[src/rtl/enemy_pkg.sv]
// Shared types and constants for the enemy projectile logic.
package enemy_pkg;

  // One-hot bullet controller states.
  typedef enum logic [3:0] {
    StIdle     = 4'b0001,
    StCooldown = 4'b0010,
    StFlying   = 4'b0100,
    StHalt     = 4'b1000
  } bullet_state_e;

  localparam int unsigned ScreenW    = 640;
  localparam int unsigned ScreenH    = 480;
  localparam logic [9:0]  ScreenBot  = 10'(ScreenH - 1);
  localparam logic [9:0]  RightLimit = 10'(ScreenW - 11);

  // 12-bit RGB is packed as {R, G, B}, 4 bits each.
  function automatic logic [3:0] rgb_red(input logic [11:0] c);
    return c[11:8];
  endfunction

  function automatic logic [3:0] rgb_green(input logic [11:0] c);
    return c[7:4];
  endfunction

  function automatic logic [3:0] rgb_blue(input logic [11:0] c);
    return c[3:0];
  endfunction

endpackage

[src/rtl/enemy_bullet_if.sv]
// Signal bundle between an enemy ship / VGA front end and its bullet generator.
interface enemy_bullet_if;
  logic       frame_i;
  logic       start_i;
  logic       enemy_dead_i;
  logic [9:0] enemy_left_i;
  logic [9:0] enemy_right_i;
  logic [9:0] enemy_bot_i;
  logic [9:0] player_left_i;
  logic [9:0] player_right_i;
  logic [9:0] pixel_x_i;
  logic [9:0] pixel_y_i;
  logic [9:0] bullet_left_o;
  logic [9:0] bullet_right_o;
  logic [9:0] bullet_top_o;
  logic [9:0] bullet_bot_o;
  logic       active_o;
  logic       player_hit_o;
  logic       draw_o;
  logic [3:0] bullet_red_o;
  logic [3:0] bullet_green_o;
  logic [3:0] bullet_blue_o;

  modport slave (
    input  frame_i, start_i, enemy_dead_i, enemy_left_i, enemy_right_i, enemy_bot_i,
    input  player_left_i, player_right_i, pixel_x_i, pixel_y_i,
    output bullet_left_o, bullet_right_o, bullet_top_o, bullet_bot_o,
    output active_o, player_hit_o, draw_o, bullet_red_o, bullet_green_o, bullet_blue_o
  );

  modport master (
    output frame_i, start_i, enemy_dead_i, enemy_left_i, enemy_right_i, enemy_bot_i,
    output player_left_i, player_right_i, pixel_x_i, pixel_y_i,
    input  bullet_left_o, bullet_right_o, bullet_top_o, bullet_bot_o,
    input  active_o, player_hit_o, draw_o, bullet_red_o, bullet_green_o, bullet_blue_o
  );
endinterface

[src/rtl/box_overlap.sv]
// Inclusive 1-D interval overlap test: [a_lo,a_hi] intersects [b_lo,b_hi].
module box_overlap #(
  parameter int unsigned Width = 10
) (
  input  logic [Width-1:0] a_lo,
  input  logic [Width-1:0] a_hi,
  input  logic [Width-1:0] b_lo,
  input  logic [Width-1:0] b_hi,
  output logic             overlap
);

  // Two closed intervals overlap unless one ends before the other starts.
  always_comb begin
    overlap = (a_lo <= b_hi) && (b_lo <= a_hi);
  end

endmodule

[src/rtl/enemy_bullet.sv]
// Per-enemy bullet: waits a number of frames, fires straight down, reports player hits.
module enemy_bullet
  import enemy_pkg::*;
#(
  parameter logic [11:0] color_p      = 12'hF00,
  parameter logic [15:0] fire_delay_p = 16'd10,
  parameter logic [9:0]  speed_p      = 10'd4,
  parameter logic [9:0]  bullet_w_p   = 10'd2,
  parameter logic [9:0]  bullet_h_p   = 10'd8,
  parameter logic [9:0]  player_top_p = 10'd440,
  parameter logic [9:0]  screen_bot_p = ScreenBot
) (
  input logic           clk_i,
  input logic           reset_i,
  enemy_bullet_if.slave bus
);

  bullet_state_e state_q, state_d;
  logic [15:0]   cnt_q, cnt_d;
  logic [9:0]    left_q, left_d, right_q, right_d, top_q, top_d, bot_q, bot_d;
  logic          active_q, active_d, hit_q, hit_d;

  logic [9:0]  spawn_left;
  logic [10:0] next_top, next_bot;
  logic        overlap, hit_now, exit_now;

  box_overlap #(.Width(10)) u_overlap (
    .a_lo    (left_q),
    .a_hi    (right_q),
    .b_lo    (bus.player_left_i),
    .b_hi    (bus.player_right_i),
    .overlap (overlap)
  );

  // Spawn column and the 11-bit (non-wrapping) next position for hit/exit decisions.
  always_comb begin
    spawn_left = bus.enemy_left_i + ((bus.enemy_right_i - bus.enemy_left_i) >> 1)
                 - (bullet_w_p >> 1);
    next_top   = {1'b0, top_q} + {1'b0, speed_p};
    next_bot   = {1'b0, bot_q} + {1'b0, speed_p};
    hit_now    = (next_bot >= {1'b0, player_top_p}) && overlap;
    exit_now   = next_top > {1'b0, screen_bot_p};
  end

  // Next-state logic; hit outranks exit, and either ends the flight.
  always_comb begin
    state_d  = state_q;
    cnt_d    = cnt_q;
    left_d   = left_q;
    right_d  = right_q;
    top_d    = top_q;
    bot_d    = bot_q;
    active_d = active_q;
    hit_d    = 1'b0;
    case (state_q)
      StIdle: begin
        if (bus.start_i) begin
          state_d = StCooldown;
          cnt_d   = fire_delay_p;
        end
      end
      StCooldown: begin
        if (bus.enemy_dead_i) begin
          state_d = StHalt;
        end else if (bus.frame_i) begin
          if (cnt_q != 16'd0) begin
            cnt_d = cnt_q - 16'd1;
          end else begin
            left_d   = spawn_left;
            right_d  = spawn_left + bullet_w_p - 10'd1;
            top_d    = bus.enemy_bot_i + 10'd1;
            bot_d    = bus.enemy_bot_i + bullet_h_p;
            active_d = 1'b1;
            state_d  = StFlying;
          end
        end
      end
      StFlying: begin
        if (bus.frame_i) begin
          if (hit_now || exit_now) begin
            hit_d    = hit_now;
            active_d = 1'b0;
            cnt_d    = fire_delay_p;
            state_d  = bus.enemy_dead_i ? StHalt : StCooldown;
          end else begin
            top_d = next_top[9:0];
            bot_d = next_bot[9:0];
          end
        end
      end
      StHalt: begin
        if (bus.start_i && !bus.enemy_dead_i) begin
          state_d = StCooldown;
          cnt_d   = fire_delay_p;
        end
      end
      default: state_d = StIdle;
    endcase
  end

  // State and position registers.
  always_ff @(posedge clk_i or negedge reset_i) begin
    if (!reset_i) begin
      state_q  <= StIdle;
      cnt_q    <= fire_delay_p;
      left_q   <= '0;
      right_q  <= '0;
      top_q    <= '0;
      bot_q    <= '0;
      active_q <= 1'b0;
      hit_q    <= 1'b0;
    end else begin
      state_q  <= state_d;
      cnt_q    <= cnt_d;
      left_q   <= left_d;
      right_q  <= right_d;
      top_q    <= top_d;
      bot_q    <= bot_d;
      active_q <= active_d;
      hit_q    <= hit_d;
    end
  end

  // Outputs, pixel hit test for the compositor and fixed colour.
  always_comb begin
    bus.bullet_left_o  = left_q;
    bus.bullet_right_o = right_q;
    bus.bullet_top_o   = top_q;
    bus.bullet_bot_o   = bot_q;
    bus.active_o       = active_q;
    bus.player_hit_o   = hit_q;
    bus.draw_o         = active_q
                         && (left_q <= bus.pixel_x_i) && (bus.pixel_x_i <= right_q)
                         && (top_q <= bus.pixel_y_i) && (bus.pixel_y_i <= bot_q);
    bus.bullet_red_o   = rgb_red(color_p);
    bus.bullet_green_o = rgb_green(color_p);
    bus.bullet_blue_o  = rgb_blue(color_p);
  end

endmodule

[src/flat_wrapper.sv]
// flat-port wrapper written by rule: the top's interface ports become plain ports
module enemy_bullet_flat import enemy_pkg::*;
#(
  parameter logic [11:0] color_p      = 12'hF00,
  parameter logic [15:0] fire_delay_p = 16'd10,
  parameter logic [9:0]  speed_p      = 10'd4,
  parameter logic [9:0]  bullet_w_p   = 10'd2,
  parameter logic [9:0]  bullet_h_p   = 10'd8,
  parameter logic [9:0]  player_top_p = 10'd440,
  parameter logic [9:0]  screen_bot_p = ScreenBot
)
  (clk_i, reset_i, bus_frame_i, bus_start_i, bus_enemy_dead_i, bus_enemy_left_i, bus_enemy_right_i, bus_enemy_bot_i, bus_player_left_i, bus_player_right_i, bus_pixel_x_i, bus_pixel_y_i, bus_bullet_left_o, bus_bullet_right_o, bus_bullet_top_o, bus_bullet_bot_o, bus_active_o, bus_player_hit_o, bus_draw_o, bus_bullet_red_o, bus_bullet_green_o, bus_bullet_blue_o);
  enemy_bullet_if bus_i ();
  input logic clk_i;
  input logic reset_i;
  input wire logic [$bits(bus_i.frame_i)-1:0] bus_frame_i;
  input wire logic [$bits(bus_i.start_i)-1:0] bus_start_i;
  input wire logic [$bits(bus_i.enemy_dead_i)-1:0] bus_enemy_dead_i;
  input wire logic [$bits(bus_i.enemy_left_i)-1:0] bus_enemy_left_i;
  input wire logic [$bits(bus_i.enemy_right_i)-1:0] bus_enemy_right_i;
  input wire logic [$bits(bus_i.enemy_bot_i)-1:0] bus_enemy_bot_i;
  input wire logic [$bits(bus_i.player_left_i)-1:0] bus_player_left_i;
  input wire logic [$bits(bus_i.player_right_i)-1:0] bus_player_right_i;
  input wire logic [$bits(bus_i.pixel_x_i)-1:0] bus_pixel_x_i;
  input wire logic [$bits(bus_i.pixel_y_i)-1:0] bus_pixel_y_i;
  output wire logic [$bits(bus_i.bullet_left_o)-1:0] bus_bullet_left_o;
  output wire logic [$bits(bus_i.bullet_right_o)-1:0] bus_bullet_right_o;
  output wire logic [$bits(bus_i.bullet_top_o)-1:0] bus_bullet_top_o;
  output wire logic [$bits(bus_i.bullet_bot_o)-1:0] bus_bullet_bot_o;
  output wire logic [$bits(bus_i.active_o)-1:0] bus_active_o;
  output wire logic [$bits(bus_i.player_hit_o)-1:0] bus_player_hit_o;
  output wire logic [$bits(bus_i.draw_o)-1:0] bus_draw_o;
  output wire logic [$bits(bus_i.bullet_red_o)-1:0] bus_bullet_red_o;
  output wire logic [$bits(bus_i.bullet_green_o)-1:0] bus_bullet_green_o;
  output wire logic [$bits(bus_i.bullet_blue_o)-1:0] bus_bullet_blue_o;
  assign bus_i.frame_i = bus_frame_i;
  assign bus_i.start_i = bus_start_i;
  assign bus_i.enemy_dead_i = bus_enemy_dead_i;
  assign bus_i.enemy_left_i = bus_enemy_left_i;
  assign bus_i.enemy_right_i = bus_enemy_right_i;
  assign bus_i.enemy_bot_i = bus_enemy_bot_i;
  assign bus_i.player_left_i = bus_player_left_i;
  assign bus_i.player_right_i = bus_player_right_i;
  assign bus_i.pixel_x_i = bus_pixel_x_i;
  assign bus_i.pixel_y_i = bus_pixel_y_i;
  assign bus_bullet_left_o = bus_i.bullet_left_o;
  assign bus_bullet_right_o = bus_i.bullet_right_o;
  assign bus_bullet_top_o = bus_i.bullet_top_o;
  assign bus_bullet_bot_o = bus_i.bullet_bot_o;
  assign bus_active_o = bus_i.active_o;
  assign bus_player_hit_o = bus_i.player_hit_o;
  assign bus_draw_o = bus_i.draw_o;
  assign bus_bullet_red_o = bus_i.bullet_red_o;
  assign bus_bullet_green_o = bus_i.bullet_green_o;
  assign bus_bullet_blue_o = bus_i.bullet_blue_o;
  enemy_bullet #(.color_p(color_p), .fire_delay_p(fire_delay_p), .speed_p(speed_p), .bullet_w_p(bullet_w_p), .bullet_h_p(bullet_h_p), .player_top_p(player_top_p), .screen_bot_p(screen_bot_p)) u_core (.clk_i(clk_i), .reset_i(reset_i), .bus(bus_i));
endmodule
[config.mk]
export PLATFORM = sky130hd
export DESIGN_NAME = enemy_bullet_flat
export DESIGN_NICKNAME = d
export VERILOG_FILES = /design/src/rtl/enemy_pkg.sv /design/src/rtl/enemy_bullet_if.sv /design/src/rtl/box_overlap.sv /design/src/rtl/enemy_bullet.sv /design/src/flat_wrapper.sv
export SDC_FILE = /design/constraint.sdc
export NUM_CORES = 1
export LEC_CHECK = 0
export ABC_CLOCK_PERIOD_IN_PS = 4600
export CORE_MARGIN = 4
export CORE_UTILIZATION = 30
export DETAILED_ROUTE_END_ITERATION = 6
export GPL_TIMING_DRIVEN = 0
export HOLD_SLACK_MARGIN = 0.12
export SYNTH_ARGS = -nofsm -noshare
export SYNTH_HDL_FRONTEND = slang
export SYNTH_HIERARCHICAL = 1
export SYNTH_SLANG_ARGS = --single-unit
[constraint.sdc]
create_clock -name clk_i -period 4.6 [get_ports clk_i]
set_clock_uncertainty 0.2 [all_clocks]
set_input_delay 0.46 -clock clk_i [delete_from_list [all_inputs] [get_ports clk_i]]
set_output_delay 0.46 -clock clk_i [all_outputs]
set_load 0.005 [all_outputs]
After elaboration in Yosys (flattened, before gate mapping)
Cells that the tools add are included.
- flip-flop bits (word level): 62
- bits of input ports: 75
- output and inout port bits: 55
- word-level logic and storage cells: 98
- add/subtract/negate cells: 10
- magnitude comparators: 8
- eq/ne operators: 15
- mux-type cells: 38
- bitwise gates (word level): 2
- reductions and logical operators: 17
- operators by type and width (cell ; number):
    16-bit two-way mux ; 7
    10-bit two-way mux ; 10
    16-bit case mux with 4 select lines ; 1
    10-bit less-or-equal comparator ; 6
    10-bit case mux with 2 select lines ; 2
    4-bit two-way mux ; 8
    10-bit by 3-bit adder with 11-bit output (second input constant) ; 2
    10-bit by 1-bit subtractor with 10-bit output (second input constant) ; 2
    6-bit AND reduction ; 3
    4-bit case mux with 4 select lines ; 1
    16-bit nonzero test ; 1
    16-bit by 1-bit subtractor with 16-bit output (second input constant) ; 1
    2-bit inequality test (second input constant) ; 6
    11-bit by 9-bit >= comparator with 1-bit output (second input constant) ; 1
    11-bit by 9-bit > comparator with 1-bit output (second input constant) ; 1
    10-bit by 1-bit adder with 10-bit output (second input constant) ; 1
    10-bit by 2-bit adder with 10-bit output (second input constant) ; 1
    10-bit by 4-bit adder with 10-bit output (second input constant) ; 1
    10-bit by 9-bit adder with 10-bit output ; 1
    10-bit subtractor ; 1
    1-bit two-way mux ; 8
    8-bit AND reduction ; 1
    1-bit logical AND ; 7
    2-bit by 1-bit inequality test with 1-bit output (second input constant) ; 3
    other kinds (12) ; 14

Logic depth before layout (Yosys ltp)
- depth after elaboration: 7
- depth in mapped cells: 18
- mapped depth without buffers: 18

Hierarchy
Netlist, hierarchy kept.
- by module, submodules not included (module ; instances ; cells each ; area an instance (µm²) ; seq. area each (µm²)):
    enemy_bullet ; 1 ; 712 ; 5774.3 ; 1555.2
    box_overlap ; 1 ; 71 ; 518.0 ; 0.0

Worst setup path before layout
OpenSTA, ideal clock, no wires.
- path kind: input to register
- start: input port bus_enemy_right_i[0]
- end: register u_core.right_q[9] (netlist: u_core/bus.bullet_right_o[9])
- library setup time: 0.127 ns
- arrival: 3.686 ns
- data required time: 4.273 ns
- setup slack: 0.587 ns
- stages on the path: 17
- buffers on the path: 0
- path through: nand2b_1 fa_1 a21o_1 a21oi_1 o21bai_1 a21oi_1 xor2_1 ha_1 inv_1 ha_1 and3_1 a2111o_1 a21o_1 a21oi_1 xnor2_1 xor2_1 o21ai_0
- cells in the longest elaborated chain, start to end: 5
- RTL lines (what ; RTL line ; source):
    start: declaration ; flat_wrapper.sv:20 ; input wire logic [$bits(bus_i.enemy_right_i)-1:0] bus_enemy_right_i;
    10-bit subtractor ; enemy_bullet.sv:37 ; spawn_left = bus.enemy_left_i + ((bus.enemy_right_i - bus.enemy_left_i) >> 1)
    10-bit by 9-bit adder with 10-bit output ; enemy_bullet.sv:37 ;
    10-bit by 1-bit subtractor with 10-bit output ; enemy_bullet.sv:38 ; - (bullet_w_p >> 1);
    10-bit by 2-bit adder with 10-bit output ; enemy_bullet.sv:70 ; right_d = spawn_left + bullet_w_p - 10'd1;
    10-bit by 1-bit subtractor with 10-bit output ; enemy_bullet.sv:70 ;
    end signal: assignment ; enemy_bullet.sv:116 ; right_q <= right_d;
    end: declaration ; enemy_bullet.sv:20 ; logic [9:0] left_q, left_d, right_q, right_d, top_q, top_d, bot_q, bot_d;
Every way passes these cells.
A chain may end at the register's enable or synchronous reset.

Worst setup path after layout
- start: input port bus_enemy_left_i[0]
- end: register u_core.right_q[9] (netlist: u_core/bus.bullet_right_o[9])
- cells in the longest elaborated chain, start to end: 5
- RTL lines (what ; RTL line ; source):
    start: declaration ; flat_wrapper.sv:19 ; input wire logic [$bits(bus_i.enemy_left_i)-1:0] bus_enemy_left_i;
    10-bit subtractor ; enemy_bullet.sv:37 ;
    10-bit by 9-bit adder with 10-bit output * ; enemy_bullet.sv:37 ;
    10-bit by 1-bit subtractor with 10-bit output * ; enemy_bullet.sv:38 ;
    10-bit by 2-bit adder with 10-bit output * ; enemy_bullet.sv:70 ;
    10-bit by 1-bit subtractor with 10-bit output * ; enemy_bullet.sv:70 ;
Mark *: on every way between the ends. The rest lies on a longest branch, timed or not.

==> results.yml <==
clock_network:
  cts_tree: "yes"
  cts_buffers: 9
  htreeDepth: 3
  cts_root_buffer: "clkbuf_16"
  cts_max_path_buffers: 2
  clock_latency_ps: 350
  path_clk_slew_ps: 60
  clock-sinks: 62
sta:
  fin_crit_sh_pct: 94.1
  relSlewSlack_pct: 38.0
  setup_viol: 0
  tightest_slew_ps: 923
  final_hold_viol_count: 0
  post-route-min-period_ps: 4330
  setup_tns_ps: 0
  rsz0062_at_grt: "no"
  fmax_ghz: 0.231
  final_max_slew_viol_count: 0
layout:
  drive_above_1_share_pct: 6.26
  final_cell_mix: "115 x clkdlybuf4s50_1, 107 x inv_1, 93 x ha_1"
  fin_nets: 1091
  n_antenna_cell: 0
  register_area_mm2: 0.00156
  multiInputGateArea_mm2: 0.00420
  layout-area-overhead-vs-synth_pct: 30.5
  design_area_mm2: 0.00821
  mostFrequentLayoutCell: "clkdlybuf4s50_1"
  fin_util_pct: 40.2
  fillCellCount: 2148
worst_setup_path:
  path_cells: "clkdlybuf4s50_1 > nand2b_1 > fa_1 > a21o_1 > a21oi_2 > o21bai_1 > a21oi_2 > xor2_1 > ha_1 > inv_1 > ha_1 > and3_1 > a2111o_1 > a21o_1 > a21oi_1 > xnor2_1 > xor2_1 > o21ai_0"
  cp_num_buf_inv: 2
  cp.arrival_ps: 4350
  cp_top_family: "compound AO/OA/AOI/OAI gates"
  cp_slowest_cell: "clkdlybuf4s50_1"
  worstPathMaxFanout: 6
  critPathLaunchType: "input pin"
  end_kind: "flop"
  critical_path_class: "in2reg"
  critical_path_required_ps: 4620
  max_stage_delay_ps: 490
placed_design:
  dpl_cell_area_mm2: 0.00783
  gp_congestion: 0.897
  dp_hpwl_mm: 14.9
  port_buffers: 116
floorplan:
  die-area_mm2: 0.0234
  rows: 52
  die_h_um: 153
  num_io_pins: 130
  die_width_um: 153
  start_util_pct: 30.8
  core_area_mm2: 0.0204
grt:
  grt_use_total_pct: 16.1
  grt_pass1_vias: 5926
  antenna_found_initial: 0
  grt_pass1_wl_mm: 30.9
  grt-ovfl-total: 0
  grt_max_degree: 63
run_status:
  status: "complete, no violations"
detailed_routing:
  drtIter0Drc: 447
  drtAntennaViolNets: 0
  drc_errors: 0
  vias_per_cell: 5.09
  routed_wl_mm: 18.9
  drt-pass1-iter-count: 5
  wire_per_inst_um: 15.8
  vias: 6086
power:
  fin_total_pwr_mw: 3.19
  seqPwrFrac_pct: 26.9
  internal_power_mw: 1.93
  power.density_mw_per_mm2: 388
  combPwrFrac_pct: 47.1
  max-vdd-ir-drop_v: 0.000172
  netSwitchingFraction_pct: 39.3
  power_frac_clock_pct: 26.1
  p_switching_mw: 1.25
  p_leak_nw: 3.82
yosys:
  ys.flop_type: "dfrtp_1"
  synthDistinctLibCells: 72
  synth_edf_count: 0
  async_reset_ff_share_pct: 100
  avgSynthCellArea_um2: 8.04
  ys_seq_area_share_pct: 24.7
  ys_top_cells_by_area: "dfrtp_1 23%, ha_1 18%, inv_1 6.4%"
  yosysWarnings: 6
  yosysTopAreaCellShare_pct: 23.5
  ys_ff_latch: 62
  syn_inst: 783
  netlist_area_mm2: 0.00629
  yosysTopAreaCell: "dfrtp_1"
job:
  maxCapViolations: 0
worst_hold_path:
  hold_path_class: "reg2reg"
## layer usage
layer / track usage [%] / wire length [um]
met1: 22.0 / 8750
met2: 25.8 / 8640
met3: 3.03 / 1100
met4: 5.39 / 452
met5: 0 / 0
## cell type report
class	instances	share of cell area, %
multi-input combinational	591	51.2
sequential	62	18.9
timing repair buffer	117	14.2
inverter	108	4.94
tap	270	4.12
clock buffer	11	3.08
buffer	32	2.23
clock inverter	5	1.28
## worst paths after layout
check	from	cells after the start	slack (ps)	endpoint
hold / removal	u_core/cnt_q[0]	1	290	u_core/cnt_q[0]
max in group asynchronous	reset_i	2	3100	u_core/bus.bullet_left_o[5]
setup / recovery	bus_enemy_left_i[0]	18	270	u_core/bus.bullet_right_o[9]
min in group asynchronous	reset_i	2	550	u_core/bus.bullet_bot_o[8]
hold reg to reg	u_core/cnt_q[0]	1	290	u_core/cnt_q[0]
setup reg to reg	u_core/bus.bullet_right_o[3]	12	550	u_core/cnt_q[7]
## cells by family after synthesis
group / count (synthesis) / share of synthesized area [%]
adders and majority gates: 95 / 19.1
DFF: 62 / 24.7
other: 2 / 0.119
xor gates and xnor gates: 42 / 5.85
AOI/OAI and AO/OA: 181 / 19.7
muxes: 5 / 0.835
and+or+nand+nor: 256 / 20.3
buffers and inverters: 140 / 9.35
## registers in the layout (all words and copies together) (netlist names)
name	count
u_core/bus.active_o	1
u_core/bus.bullet_top_o	10
u_core/bus.bullet_right_o	10
u_core/bus.player_hit_o	1
u_core/state_q	4
u_core/bus.bullet_left_o	10
u_core/bus.bullet_bot_o	10
u_core/cnt_q	16
## what timing repair did
item                                    in CTS  in global routing
hold endpoints to repair                    59                  0
resized for setup                            0                  3
hold buffers                                 1                  0
endpoints found under the setup margin       0                  2
buffers inserted                             0                  0
## worst register-to-register path, cell delays in order, from the launching register on
cell and delay [ps]:
dfrtp_1 450, inv_1 70, ha_1 310, a21o_1 160, a21o_1 170, a2111o_1 450, a32oi_1 380, inv_1 110
o211a_2 300, and3_1 190, buf_6 140, nor3_1 740, a31oi_1 200
## through the flow
| stage | std cells | hold slack, ps | setup WS [ps] |
|---|---|---|---|
| final | 1196 | 293 | 273 |
| after CTS | 1196 | 296 | 164 |
| after global placement | 1179 | 282 | -193 |
| after global routing | 1196 | 323 | 4.87 |
| after floorplan | 793 | -35.6 | 587 |
| after detailed placement | 1179 | 287 | -192 |
## power by group through the flow
| stage | Sequential (mW) | Combinational, mW | Clock (mW) |
|---|---|---|---|
| floorplan | 0.802 | 0.959 | 0 |
| global route | 0.881 | 1.70 | 0.876 |
| finish | 0.856 | 1.50 | 0.830 |
| global placement | 0.865 | 1.47 | 0 |
| detailed placement | 0.866 | 1.49 | 0 |
| CTS | 0.857 | 1.50 | 0.847 |
## Yosys cell counts (6+ instances only)
cell and n:
ha_1 93, clkbuf_1 13, nor2_1 40, buf_4 13, nor3_1 19, a211oi_1 14, a221oi_1 6, nand2b_1 10
a31oi_1 9, nand2_1 92, o21ai_0 46, a21o_1 21, a21oi_1 34, dfrtp_1 59, xor2_1 25, nand3_1 27
o2bb2ai_1 6, or3_1 7, nand4_1 22, inv_1 107, xnor2_1 17
Power figures use the tool's default switching activity.
==> variant 1, RTL diff (same settings) <==
The 4 states of `bullet_state_e` get a binary encoding in 2 bits. Comments in the files are not updated.
--- a/src/rtl/enemy_pkg.sv
+++ b/src/rtl/enemy_pkg.sv
@@ -2,11 +2,11 @@
 package enemy_pkg;
 
   // One-hot bullet controller states.
-  typedef enum logic [3:0] {
-    StIdle     = 4'b0001,
-    StCooldown = 4'b0010,
-    StFlying   = 4'b0100,
-    StHalt     = 4'b1000
+  typedef enum logic [1:0] {
+    StIdle     = 2'd0,
+    StCooldown = 2'd1,
+    StFlying   = 2'd2,
+    StHalt     = 2'd3
   } bullet_state_e;
 
   localparam int unsigned ScreenW    = 640;
Formal check against the unedited RTL: no difference found for any inputs over 10 cycles, from zero or initial values and one cycle with reset_i low; not proved beyond that.
==> variant 1 against the original RTL <==
- the flow now finishes with violations (DRC)
- cell count decreased by 2.4%
- area after synthesis shrank 1.2%
- worst setup slack better by 66 ps
- synthesized cell count is 3.8% lower
- combinational power rose by 51%
- routed wire length decreased by 8.1%
- total power increased by 26%
- utilization decreased by 0.25 points
- sequential cell count down 2
- final area is 1.3% lower
- largest power group unchanged
==> variant 1: results (changes against the original RTL) <==
status: finished with violations (was completed)
violated checks: DRC
Setup Buffers After CTS: 0 (unchanged)
hpwl dp: 14.0 mm (was 14.9 mm)
H-Tree Depth: 3 (unchanged)
residual DRC count: 1 (was 0)
antenna-violating nets left: 0 (unchanged)
leakage dissipation: 3.69 nW (was 3.82 nW)
GRT Total Usage: 15.0% (was 16.1%)
WL final: 17.4 mm (was 18.9 mm)
Synth async-reset ratio: 100% (unchanged)
clock-pin slew on the worst setup and hold paths: 60 ps (about the same)
root buf cell: clkbuf_16 (unchanged)
Min-Delay Path Class: register to register (unchanged)
Inserted Diodes: 0 (unchanged)
Top reg by flops: u_core/cnt_q (unchanged)
Seq/Total Area, Yosys: 24.2% (was 24.7%)
largest net degree at the start of global routing: 61 (was 63)
Yosys cell types: 70 (was 72)
Vias: 5836 (was 6086)
yosys warns: 6 (unchanged)
worst slack, placed: -162 ps (was -192 ps)
max FFs per register: 16 (unchanged)
clock sink total: 60 (was 62)
Peak VDD IR: 0.210 mV (was 0.172 mV)
Clk Latency, worst-skew pair: 330 ps (was 350 ps)
PortBufs: 117 (was 116)
clk buf depth: 2 (unchanged)
initial DRC count: 309 (was 447)
Hold Vio Cnt, Final: 0 (unchanged)
CTS Buf Count: 9 (unchanged)
first-pass GRT wire length: 28.8 mm (was 30.9 mm)
placed cell areas: 0.00776 mm^2 (was 0.00783 mm^2)
Placer Congestion: 0.878 (was 0.897)
worst path arrival time: 4230 ps (was 4350 ps)
EDFF count, synth: 0 (unchanged)
nets: 1066 (was 1091)
Synth Flop Type: dfrtp_1 (unchanged)
Worst Path Max Fanout: 5 (was 6)
number of global-route vias before repair: 5553 (was 5926)
Worst-Margin Slew: 949 ps (was 923 ps)
initial antenna violation count: 0 (unchanged)
top cells by count, synth: inv_1, ha_1, nand2_1 (unchanged)
drt pass-1 iters: 7 (was 5)
layout cells sized above 1: 7.13% (was 6.26%)
Synth area leaders: dfrtp_1, ha_1, inv_1 (unchanged)
-- variant 1: cell count changes in the layout (fill, tap and decap cells not counted), sizes merged, moves of 8 or more --
cell / before / now
o21a: 2 / 23
a22o: 2 / 15
a211oi: 15 / 6
xor2: 25 / 17
nand3: 29 / 19
nand2: 92 / 68
o21ai: 48 / 57
a21o: 21 / 12
-- variant 1: cell type report --
cell class	count	area (um^2)
inverters	104	390
repair buffers	118	1180
clock inverters	5	75.1
flip-flops and latches	60	1500
clock buffers	11	243
plain buffers	31	171
well taps	270	338
multi-input cells	568	4210
fillers	2098	12200
-- variant 1: kinds of logic after synthesis --
family	after synthesis	share of synthesized area, %
AOI/OAI and AO/OA	200	22.3
xor gates and xnor gates	40	5.63
adders and majority gates	99	20.2
buffers and inverters	135	9.03
DFF	60	24.2
muxes	10	1.77
other	2	0.121
and+or+nand+nor	207	16.8
-- variant 1: worst max-delay path, stage by stage --
cell             delay [ps]
clkdlybuf4s50_1         450
inv_1                    70
fa_1                    460
a21o_1                  190
a21oi_1                 260
o21bai_1                100
a21oi_1                 210
xor2_1                  100
ha_1                    290
inv_1                    40
ha_1                    390
o21ai_0                 110
nor2_1                  110
o21a_1                  140
nor2_1                   60
xnor2_2                 270
nand4_1                 160
xnor2_1                 240
mux2i_1                 110
-- variant 1: path summary, 6_finish.rpt --
kind,slack (ps),from,to,cells past startpoint
setup reg to reg,970,u_core/bus.bullet_right_o[3],u_core/bus.bullet_bot_o[2],13
setup / recovery,340,bus_enemy_left_i[1],u_core/bus.bullet_right_o[9],19
min in group asynchronous,580,reset_i,u_core/cnt_q[2],2
hold / removal,310,u_core/cnt_q[0],u_core/cnt_q[0],2
hold reg to reg,310,u_core/cnt_q[0],u_core/cnt_q[0],2
max in group asynchronous,3090,reset_i,u_core/bus.bullet_left_o[1],2
-- variant 1: where the power goes --
part / internal [mW] / switching [mW]
Combinational: 1.08 / 1.17
Clock: 0.486 / 0.240
Sequential: 0.730 / 0.313
Total: 2.30 / 1.73
-- variant 1: what timing repair did --
action,4_1_cts,5_1_grt
hold buffers,1,0
endpoints found under the hold margin,58,0
endpoints found under the setup margin,0,2
gates resized for setup,0,2
-- variant 1: per-stage QoR --
step	util (%)	instances	hold slack (ps)	total power, mW	setup TNS, ps
2_1_floorplan	-	763	-35.6	2.43	0
3_3_place_gp	38.3	1150	292	3.25	-172
3_5_place_dp	38.2	1150	304	3.28	-206
4_1_cts	39.9	1167	321	4.04	0
5_1_grt	39.9	1167	363	4.39	0
6_report	39.9	1167	310	4.02	0
-- variant 1: routing by layer --
layer  global-route usage (%)  routed length [um]  up-vias
li1                         -                   -     2941
met4                     3.60                 215        0
met5                        0                   0        -
met3                     3.19                 784       15
met1                     20.7                8390     2740
met2                     23.9                8010      140
==> variant 2, RTL diff (same flow settings) <==
Without the edit above. `player_top_p` is set to 10'd440 in 2 places; all go to 10'd256.
--- a/src/rtl/enemy_bullet.sv
+++ b/src/rtl/enemy_bullet.sv
@@ -7,7 +7,7 @@
   parameter logic [9:0]  speed_p      = 10'd4,
   parameter logic [9:0]  bullet_w_p   = 10'd2,
   parameter logic [9:0]  bullet_h_p   = 10'd8,
-  parameter logic [9:0]  player_top_p = 10'd440,
+  parameter logic [9:0]  player_top_p = 10'd256,
   parameter logic [9:0]  screen_bot_p = ScreenBot
 ) (
   input logic           clk_i,
--- a/src/flat_wrapper.sv
+++ b/src/flat_wrapper.sv
@@ -6,7 +6,7 @@
   parameter logic [9:0]  speed_p      = 10'd4,
   parameter logic [9:0]  bullet_w_p   = 10'd2,
   parameter logic [9:0]  bullet_h_p   = 10'd8,
-  parameter logic [9:0]  player_top_p = 10'd440,
+  parameter logic [9:0]  player_top_p = 10'd256,
   parameter logic [9:0]  screen_bot_p = ScreenBot
 )
   (clk_i, reset_i, bus_frame_i, bus_start_i, bus_enemy_dead_i, bus_enemy_left_i, bus_enemy_right_i, bus_enemy_bot_i, bus_player_left_i, bus_player_right_i, bus_pixel_x_i, bus_pixel_y_i, bus_bullet_left_o, bus_bullet_right_o, bus_bullet_top_o, bus_bullet_bot_o, bus_active_o, bus_player_hit_o, bus_draw_o, bus_bullet_red_o, bus_bullet_green_o, bus_bullet_blue_o);
Function: no difference found for any inputs over 10 cycles, from zero or initial values and one cycle with reset_i low; that may be too few to reach the edited logic, so the function may still have changed.
==> variant 2 against the original RTL <==
- critical path type unchanged
- utilization about the same
- sequential cell count unchanged
- area after synthesis is 0.26% higher
- total power down 22%
- worst setup slack better by 72 ps
- critical endpoint is now u_core/bus.bullet_right_o[7]
- final area about the same
- largest cell class unchanged
- maximum frequency rose by 1.7%
- routed wire length fell by 5.4%
==> variant 2: results (changes against the original RTL) <==
status: completed (unchanged)
GR Layer Usage met1: 20.1% (was 22.0%)
critical path type: input pin to register (unchanged)
Crit Reg-Reg Endpoint: u_core/bus.bullet_bot_o[5] (was u_core/cnt_q[7])
Reg-to-Reg Start: u_core/bus.bullet_top_o[3] (was u_core/bus.bullet_right_o[3])
M2 GR Usage: 25.3% (was 25.8%)
initial DRC count: 397 (was 447)
layout cells sized above 1: 7.23% (was 6.26%)
max FFs per register: 16 (unchanged)
Seq/Total Area, Yosys: 24.7% (about the same)
top cells by count, synth: inv_1, ha_1, nand2_1 (unchanged)
nets: 1079 (was 1091)
Adder-Cell Fraction of Synth Area: 19.1% (about the same)
FF-to-FF setup slack: 1350 ps (was 550 ps)
met3 Use GR: 2.97% (was 3.03%)
hold path depth: 1 (unchanged)
Min-Delay Path Class: register to register (unchanged)
R2R depth: 9 (was 12)
hold_sp: u_core/cnt_q[6] (was u_core/cnt_q[0])
placed cell areas: 0.00785 mm^2 (was 0.00783 mm^2)
Clk Latency, worst-skew pair: 330 ps (was 350 ps)
Synth async-reset ratio: 100% (unchanged)
hpwl dp: 14.2 mm (was 14.9 mm)
Synth Flop Type: dfrtp_1 (unchanged)
drt via density: 5.02 (was 5.09)
mux share of post-synthesis cell area: 0.992% (was 0.835%)
Peak VDD IR: 0.152 mV (was 0.172 mV)
WHS Endpoint: u_core/cnt_q[6] (was u_core/cnt_q[0])
Synth area leaders: dfrtp_1, ha_1, inv_1 (unchanged)
wire per inst: 15.1 um (was 15.8 um)
CTS Buf Count: 9 (unchanged)
largest net degree at the start of global routing: 63 (unchanged)
Rel. slew slack: 45.2% (was 38.0%)
Yosys cell types: 73 (was 72)
number of global-route vias before repair: 5763 (was 5926)
yosys warns: 6 (unchanged)
WHS: 299 ps (was 293 ps)
initial antenna violation count: 1 (was 0)
worst slack, placed: -154 ps (was -192 ps)
Synth Area in Compound Gates: 21.9% (was 19.7%)
worst setup path startpoint: bus_enemy_left_i[1] (was bus_enemy_left_i[0])
first-pass GRT wire length: 29.3 mm (was 30.9 mm)
Worst Path Max Fanout: 7 (was 6)
drt pass-1 iters: 5 (unchanged)
xor-xnor portion of the synthesized cell area: 5.97% (was 5.85%)
PortBufs: 117 (was 116)
Top reg by flops: u_core/cnt_q (unchanged)
Placer Congestion: 0.852 (was 0.897)
worst path arrival time: 4240 ps (was 4350 ps)
leakage dissipation: 3.86 nW (was 3.82 nW)
filler instances: 2066 (was 2148)
GRT Total Usage: 15.0% (was 16.1%)
variant 2: changes by cell type after synthesis, sizes merged, moves of 6 or more:
cell,change
o21ai,-10
o41ai,+11
a21oi,+16
nand4,-8
nand3,-10
a32oi,+7
o21a,+6
nor2,+15
and3,+6
o22a,+14
nand2,-29
a211oi,-11
buf,+8
variant 2: area by class of cell:
cell class / count / area (um^2) / area share (%)
Buffer: 39 / 226 / 2.76
Clock buffer: 9 / 225 / 2.74
Clock inverter: 6 / 111 / 1.36
Inverter: 104 / 390 / 4.75
Multi-Input combinational cell: 574 / 4180 / 50.9
Sequential cell: 62 / 1560 / 18.9
Tap cell: 270 / 338 / 4.11
Timing Repair Buffer: 119 / 1190 / 14.4
variant 2: per-stage QoR:
step | utilization, % | cells
4_1_cts | 40.1 | 1182
3_3_place_gp | 38.4 | 1166
5_1_grt | 40.2 | 1183
2_1_floorplan | - | 779
3_5_place_dp | 38.4 | 1166
6_report | 40.2 | 1183
variant 2: where the power goes:
| group | total, mW | switching, mW | internal, mW |
|---|---|---|---|
| clock network | 0.771 | 0.245 | 0.526 |
| registers | 0.657 | 0.0583 | 0.599 |
| logic | 1.06 | 0.577 | 0.478 |
variant 2: worst max-delay path, cell delays in order:
cell and delay [ps]:
clkdlybuf4s50_1 450, inv_1 70, fa_1 460, a21o_1 180
a21oi_1 210, o21bai_1 110, a21oi_2 180, xor2_1 160
ha_1 160, inv_1 40, ha_1 250, clkbuf_1 200
nand3_1 110, a21oi_1 70, a2111oi_2 380, xor2_1 360
buf_4 180, xnor2_1 120, o21ai_0 90
variant 2: kinds of logic after synthesis:
family          Yosys count
xor+xnor                 43
fa+ha+maj                95
flops                    62
simple gates            221
compound gates          197
other cells               2
mux                       6
buf+inv                 143
variant 2: routing by layer:
layer / share of wire, % / wire length, um
met1: 46 / 8290
met2: 47 / 8370
met3: 5.8 / 1040
met4: 1.1 / 197
met5: 0.067 / 12
variant 2: worst max-delay path by stage:
stage	endpoint	slack, ps	cells after the start
global route	u_core/bus.bullet_right_o[9]	4	19
detailed placement	u_core/bus.bullet_right_o[8]	-150	19
finish	u_core/bus.bullet_right_o[7]	350	19
CTS	u_core/bus.bullet_right_o[8]	190	19
global placement	u_core/bus.bullet_right_o[8]	-140	18
floorplan	u_core/bus.bullet_right_o[8]	640	16
variant 2: timing repair:
item,4_1_cts,5_1_grt
endpoints found under the hold margin,59,0
resized for setup,0,3
buffers inserted,0,1
setup endpoints to repair,0,3
hold buffers,1,0
